==> src/rtl/mem_port_arbiter.sv <==
// Shares one single-port memory between instruction fetch and data access.
// Data wins by default; a starvation counter forces a fetch grant.
module mem_port_arbiter #(
  parameter int ADDR_WIDTH   = 32,
  parameter int DATA_WIDTH   = 32,
  parameter int MEM_LATENCY  = 2,
  parameter int STARVE_LIMIT = 4
) (
  input  logic                  clk,
  input  logic                  rst,
  input  logic                  if_req_i,
  input  logic [ADDR_WIDTH-1:0] if_addr_i,
  output logic                  if_gnt_o,
  output logic                  if_rvalid_o,
  output logic [DATA_WIDTH-1:0] if_rdata_o,
  input  logic                  dm_req_i,
  input  logic                  dm_we_i,
  input  logic                  dm_byte_i,
  input  logic [ADDR_WIDTH-1:0] dm_addr_i,
  input  logic [DATA_WIDTH-1:0] dm_wdata_i,
  output logic                  dm_gnt_o,
  output logic                  dm_rvalid_o,
  output logic [DATA_WIDTH-1:0] dm_rdata_o,
  output logic                  mem_en_o,
  output logic                  mem_we_o,
  output logic                  mem_byte_o,
  output logic [ADDR_WIDTH-1:0] mem_addr_o,
  output logic [DATA_WIDTH-1:0] mem_wdata_o,
  input  logic [DATA_WIDTH-1:0] mem_rdata_i,
  output logic                  stall_f_o
);

  localparam int LW = $clog2(MEM_LATENCY + 1);
  localparam int SW = $clog2(STARVE_LIMIT + 1);

  typedef enum logic {
    IDLE,
    RD_WAIT
  } stateT;

  stateT         state;
  stateT         stateNext;
  logic [LW-1:0] latCnt;
  logic [LW-1:0] latNext;
  logic [SW-1:0] starveCnt;
  logic [SW-1:0] starveNext;
  logic          ownerDm;
  logic          ownerNext;
  logic          done;
  logic          window;
  logic          guard;
  logic          gntIf;
  logic          gntDm;
  logic          rdGnt;

  assign done   = (state == RD_WAIT) && (latCnt == LW'(1));
  assign window = !rst && ((state == IDLE) || done);
  assign guard  = if_req_i && (starveCnt == SW'(STARVE_LIMIT));
  assign gntDm  = window && dm_req_i && !guard;
  assign gntIf  = window && if_req_i && !gntDm;
  assign rdGnt  = gntIf || (gntDm && !dm_we_i);

  // Grant outputs, memory port mux and read-return steering
  always_comb begin
    if_gnt_o    = gntIf;
    dm_gnt_o    = gntDm;
    stall_f_o   = !rst && if_req_i && !gntIf;
    mem_en_o    = 1'b0;
    mem_we_o    = 1'b0;
    mem_byte_o  = 1'b0;
    mem_addr_o  = '0;
    mem_wdata_o = '0;
    unique case (1'b1)
      gntDm: begin
        mem_en_o    = 1'b1;
        mem_we_o    = dm_we_i;
        mem_byte_o  = dm_byte_i;
        mem_addr_o  = dm_addr_i;
        mem_wdata_o = dm_wdata_i;
      end
      gntIf: begin
        mem_en_o   = 1'b1;
        mem_addr_o = if_addr_i;
      end
      default: begin
      end
    endcase
    if_rvalid_o = !rst && done && !ownerDm;
    dm_rvalid_o = !rst && done && ownerDm;
    if_rdata_o  = if_rvalid_o ? mem_rdata_i : '0;
    dm_rdata_o  = dm_rvalid_o ? mem_rdata_i : '0;
  end

  // Next state: latency countdown, read reload, starvation tracking
  always_comb begin
    stateNext  = state;
    latNext    = latCnt;
    ownerNext  = ownerDm;
    starveNext = starveCnt;
    if (state == RD_WAIT) begin
      latNext = latCnt - LW'(1);
      if (done) stateNext = IDLE;
    end
    if (gntIf || gntDm) begin
      if (rdGnt) begin
        stateNext = RD_WAIT;
        latNext   = LW'(MEM_LATENCY);
        ownerNext = gntDm;
      end else begin
        stateNext = IDLE;
      end
    end
    if (!if_req_i || gntIf) begin
      starveNext = '0;
    end else if (gntDm && (starveCnt != SW'(STARVE_LIMIT))) begin
      starveNext = starveCnt + SW'(1);
    end
  end

  // State register with synchronous reset
  always_ff @(posedge clk) begin
    if (rst) begin
      state     <= IDLE;
      latCnt    <= '0;
      starveCnt <= '0;
      ownerDm   <= 1'b0;
    end else begin
      state     <= stateNext;
      latCnt    <= latNext;
      starveCnt <= starveNext;
      ownerDm   <= ownerNext;
    end
  end

endmodule

==> config.mk <==
export PLATFORM = sky130hd
export DESIGN_NAME = mem_port_arbiter
export DESIGN_NICKNAME = d
export VERILOG_FILES = /design/src/rtl/mem_port_arbiter.sv
export SDC_FILE = /design/constraint.sdc
export NUM_CORES = 1
export LEC_CHECK = 0
export ABC_AREA = 1
export CORE_AREA = 2 2 104 106
export DETAILED_ROUTE_END_ITERATION = 8
export DIE_AREA = 0 0 106 108
export PLACE_DENSITY = 0.59
export REMOVE_ABC_BUFFERS = 1
export SYNTH_ARGS = -nofsm -noshare
export SYNTH_HDL_FRONTEND = slang
export SYNTH_SLANG_ARGS = --single-unit
==> constraint.sdc <==
create_clock -name clk -period 5.4 [get_ports clk]
set_clock_uncertainty 0.2 [all_clocks]
set_input_delay 1.08 -clock clk [delete_from_list [all_inputs] [get_ports clk]]
set_output_delay 1.08 -clock clk [all_outputs]
set_load 0.01 [all_outputs]
==> impl_metrics.py <==
metrics = {
    "outcome": {
        "status": "complete, no violations",
    },
    "cells_and_area": {
        "nNetsFinal": 738,
        "final_core_util": 0.428,
        "drive_above_1_share": 0.0350,
        "fillerInstances": 1092,
        "area_growth_pct": 184,
        "layout_common_cells": "269 x clkdlybuf4s50_1, 104 x nor2_1, 96 x nand2_1",
        "layout_commonest_cell": "clkdlybuf4s50_1",
    },
    "run": {
        "cap_violations": 0,
    },
    "drt": {
        "postRouteWirelength_mm": 8.15,
        "post_drt_wl_per_cell_um": 11.0,
        "vias": 2745,
        "drt-pass1-iter-count": 6,
        "drc": 0,
        "ant_nets": 0,
        "post_drt_via_cell_ratio": 3.72,
        "drtIter0Drc": 99,
    },
    "clocking": {
        "cts_root_buffer": "clkbuf_8",
        "cts_buffers": 3,
        "cts_tree": "built",
        "clock_latency_ns": 0.22,
        "clock_path_buffers": 2,
        "cts_sinks": 7,
        "post_cts_resized": 0,
        "cts_setup_buffers": 0,
        "htreeDepth": 1,
        "ctsHoldBuffers": 0,
        "cts.clk_slew.worst_paths_ns": 0.04,
    },
    "critical_path": {
        "crit_path_cell_trace": "clkdlybuf4s50_1, nand3_1, nand3_4, buf_4, nand2_4, inv_6, nand2_1, nand2_1, clkdlybuf4s50_1",
        "worstSetupPathType": "in2out",
        "critPathLaunchType": "input pin",
        "r2r_end": "starveCnt[1]",
        "ff2ff_path_depth": 9,
        "worstPathRequired_ns": 4.12,
        "slowest_delay_ns": 0.56,
        "critPathSlowestCell": "clkdlybuf4s50_1",
        "r2r_slack_ns": 3.52,
        "cp.arrival_ns": 3.25,
        "endpoint_kind": "output port",
        "rr_startpoint": "latCnt[1]",
        "critPathMaxFanout": 36,
    },
    "sta": {
        "maxSlewViolCount": 0,
        "hold_viol_final": 0,
        "rsz0062_at_grt": "no",
        "tns_ns": 0,
        "max_freq_mhz": 221,
        "worstMarginPinSlew_ns": 0.554,
        "slew_headroom": 0.630,
        "post-route-period-util": 0.839,
        "setup_violations": 0,
        "min_period_ns": 4.53,
    },
    "yosys": {
        "synthCells": 339,
        "synth_warnings": 0,
        "synth_compound_area_frac": 0.0162,
        "synthFlopType": "dfxtp_1",
        "synth_xor_area_frac": 0.0114,
        "synth_simple_gate_area_share": 0.587,
        "synth_cell_types": 21,
        "synth_area_um2": 1540,
        "async_flop_share": 0,
        "synth_top_family_by_area": "simple AND/OR/NAND/NOR gates",
        "ys_ff_latch": 7,
        "synth_seq_area_share": 0.0910,
        "yosys.area_share.adder": 0.0244,
        "synth-edff-count": 0,
        "synth_mux_area_frac": 0,
        "avgSynthCellArea_um2": 4.54,
    },
    "die": {
        "die_h_um": 108,
        "die-area_um2": 11400,
        "ios": 270,
        "core-area_um2": 10200,
        "rows": 37,
        "start_util": 0.151,
        "die_w_um": 106,
    },
    "pwr": {
        "ir_worst_vdd_mv": 0.0954,
        "powerDensity_nw_per_um2": 89.9,
        "p_leak_nw": 2.11,
        "finalPower_uw": 394,
    },
    "min_path": {
        "whs_path_depth": 2,
        "hp-class": "reg2reg",
        "hp-start": "ownerDm",
        "whs_endpoint": "ownerDm",
    },
    "grt": {
        "grt_usage": 0.130,
        "grt_max_degree": 37,
        "antenna_found_initial": 2,
        "overflow": 0,
        "grt_first_pass_wirelength_mm": 12.3,
        "grt_pass1_vias": 2614,
    },
    "place": {
        "port_buffers": 269,
        "gp_congestion": 0.855,
        "dpl.hpwl_mm": 7.18,
    },
}
-- power breakdown --
group / internal, mW / leakage (nW) / switching, mW
combinational: 0.163 / 2.03 / 0.100
sequential: 0.0552 / 0.0572 / 0.00248
clock: 0.0510 / 0.0228 / 0.0222
total: 0.269 / 2.11 / 0.125
-- through the flow --
step	hold slack (ns)	setup slack, ns	area (um^2)	std cells
6_report	0.276	0.871	4380	738
5_1_grt	0.305	0.672	4370	736
4_1_cts	0.275	0.826	4370	736
3_5_place_dp	0.269	0.829	4330	732
3_3_place_gp	0.260	0.892	4330	732
2_1_floorplan	0.242	1.78	1440	324
-- critical path: cells and delay by family --
kind | cells | cell delay [ns]
buf+inv | 4 | 1.63
simple gates | 5 | 0.53
-- worst max-delay path by stage --
stage          startpoint             end  slack (ns)  depth (start not counted)
2_1_floorplan         rst   if_rdata_o[0]        1.78                          3
3_3_place_gp     if_req_i   mem_addr_o[5]        0.89                          9
3_5_place_dp     if_req_i  mem_addr_o[29]        0.83                          9
4_1_cts          if_req_i   mem_addr_o[5]        0.83                          9
5_1_grt          if_req_i   mem_addr_o[3]        0.67                          9
6_report         if_req_i  mem_addr_o[30]        0.87                          9
-- final cells by class --
cell class,instances,area [um^2],share of cell area
diodes,2,5.00,0.00114
clock buffers,4,45.0,0.0103
inverters,84,320,0.0731
multi-input cells,233,983,0.225
flip-flops and latches,7,140,0.0320
well taps,136,170,0.0389
repair buffers,272,2720,0.620
-- state kept, by name, summed over array words and instances (netlist names) --
signal	count
state	1
starveCnt	3
latCnt	2
ownerDm	1
-- kinds of logic after synthesis --
family	Yosys count
AO/OA/AOI/OAI	5
XOR/XNOR	2
adder cells (fa/ha/maj)	3
buffers and inverters	99
flip-flops	7
AND/OR/NAND/NOR	223
-- synthesized netlist by cell type (2+ instances only) --
cell type / number / area, um^2
nor2_2: 2 / 12.5
nand2_2: 9 / 56.3
ha_1: 3 / 37.5
a21oi_1: 3 / 15.0
nor2_1: 104 / 390
nand2_1: 96 / 360
clkbuf_1: 5 / 18.8
buf_2: 7 / 35.0
o21ai_0: 2 / 10.0
inv_1: 82 / 308
buf_6: 2 / 22.5
nand4_1: 4 / 25.0
dfxtp_1: 7 / 140
nand3_1: 6 / 30.0
-- metal layers --
metal / up-vias / global-route usage / part of all wire
li1: 1467 / - / -
met1: 1115 / 0.132 / 0.35
met2: 151 / 0.251 / 0.52
met3: 12 / 0.0536 / 0.12
met4: 0 / 0.0282 / 0.014
met5: - / 0 / 0
Note: power is estimated with default switching activity, not from simulation.
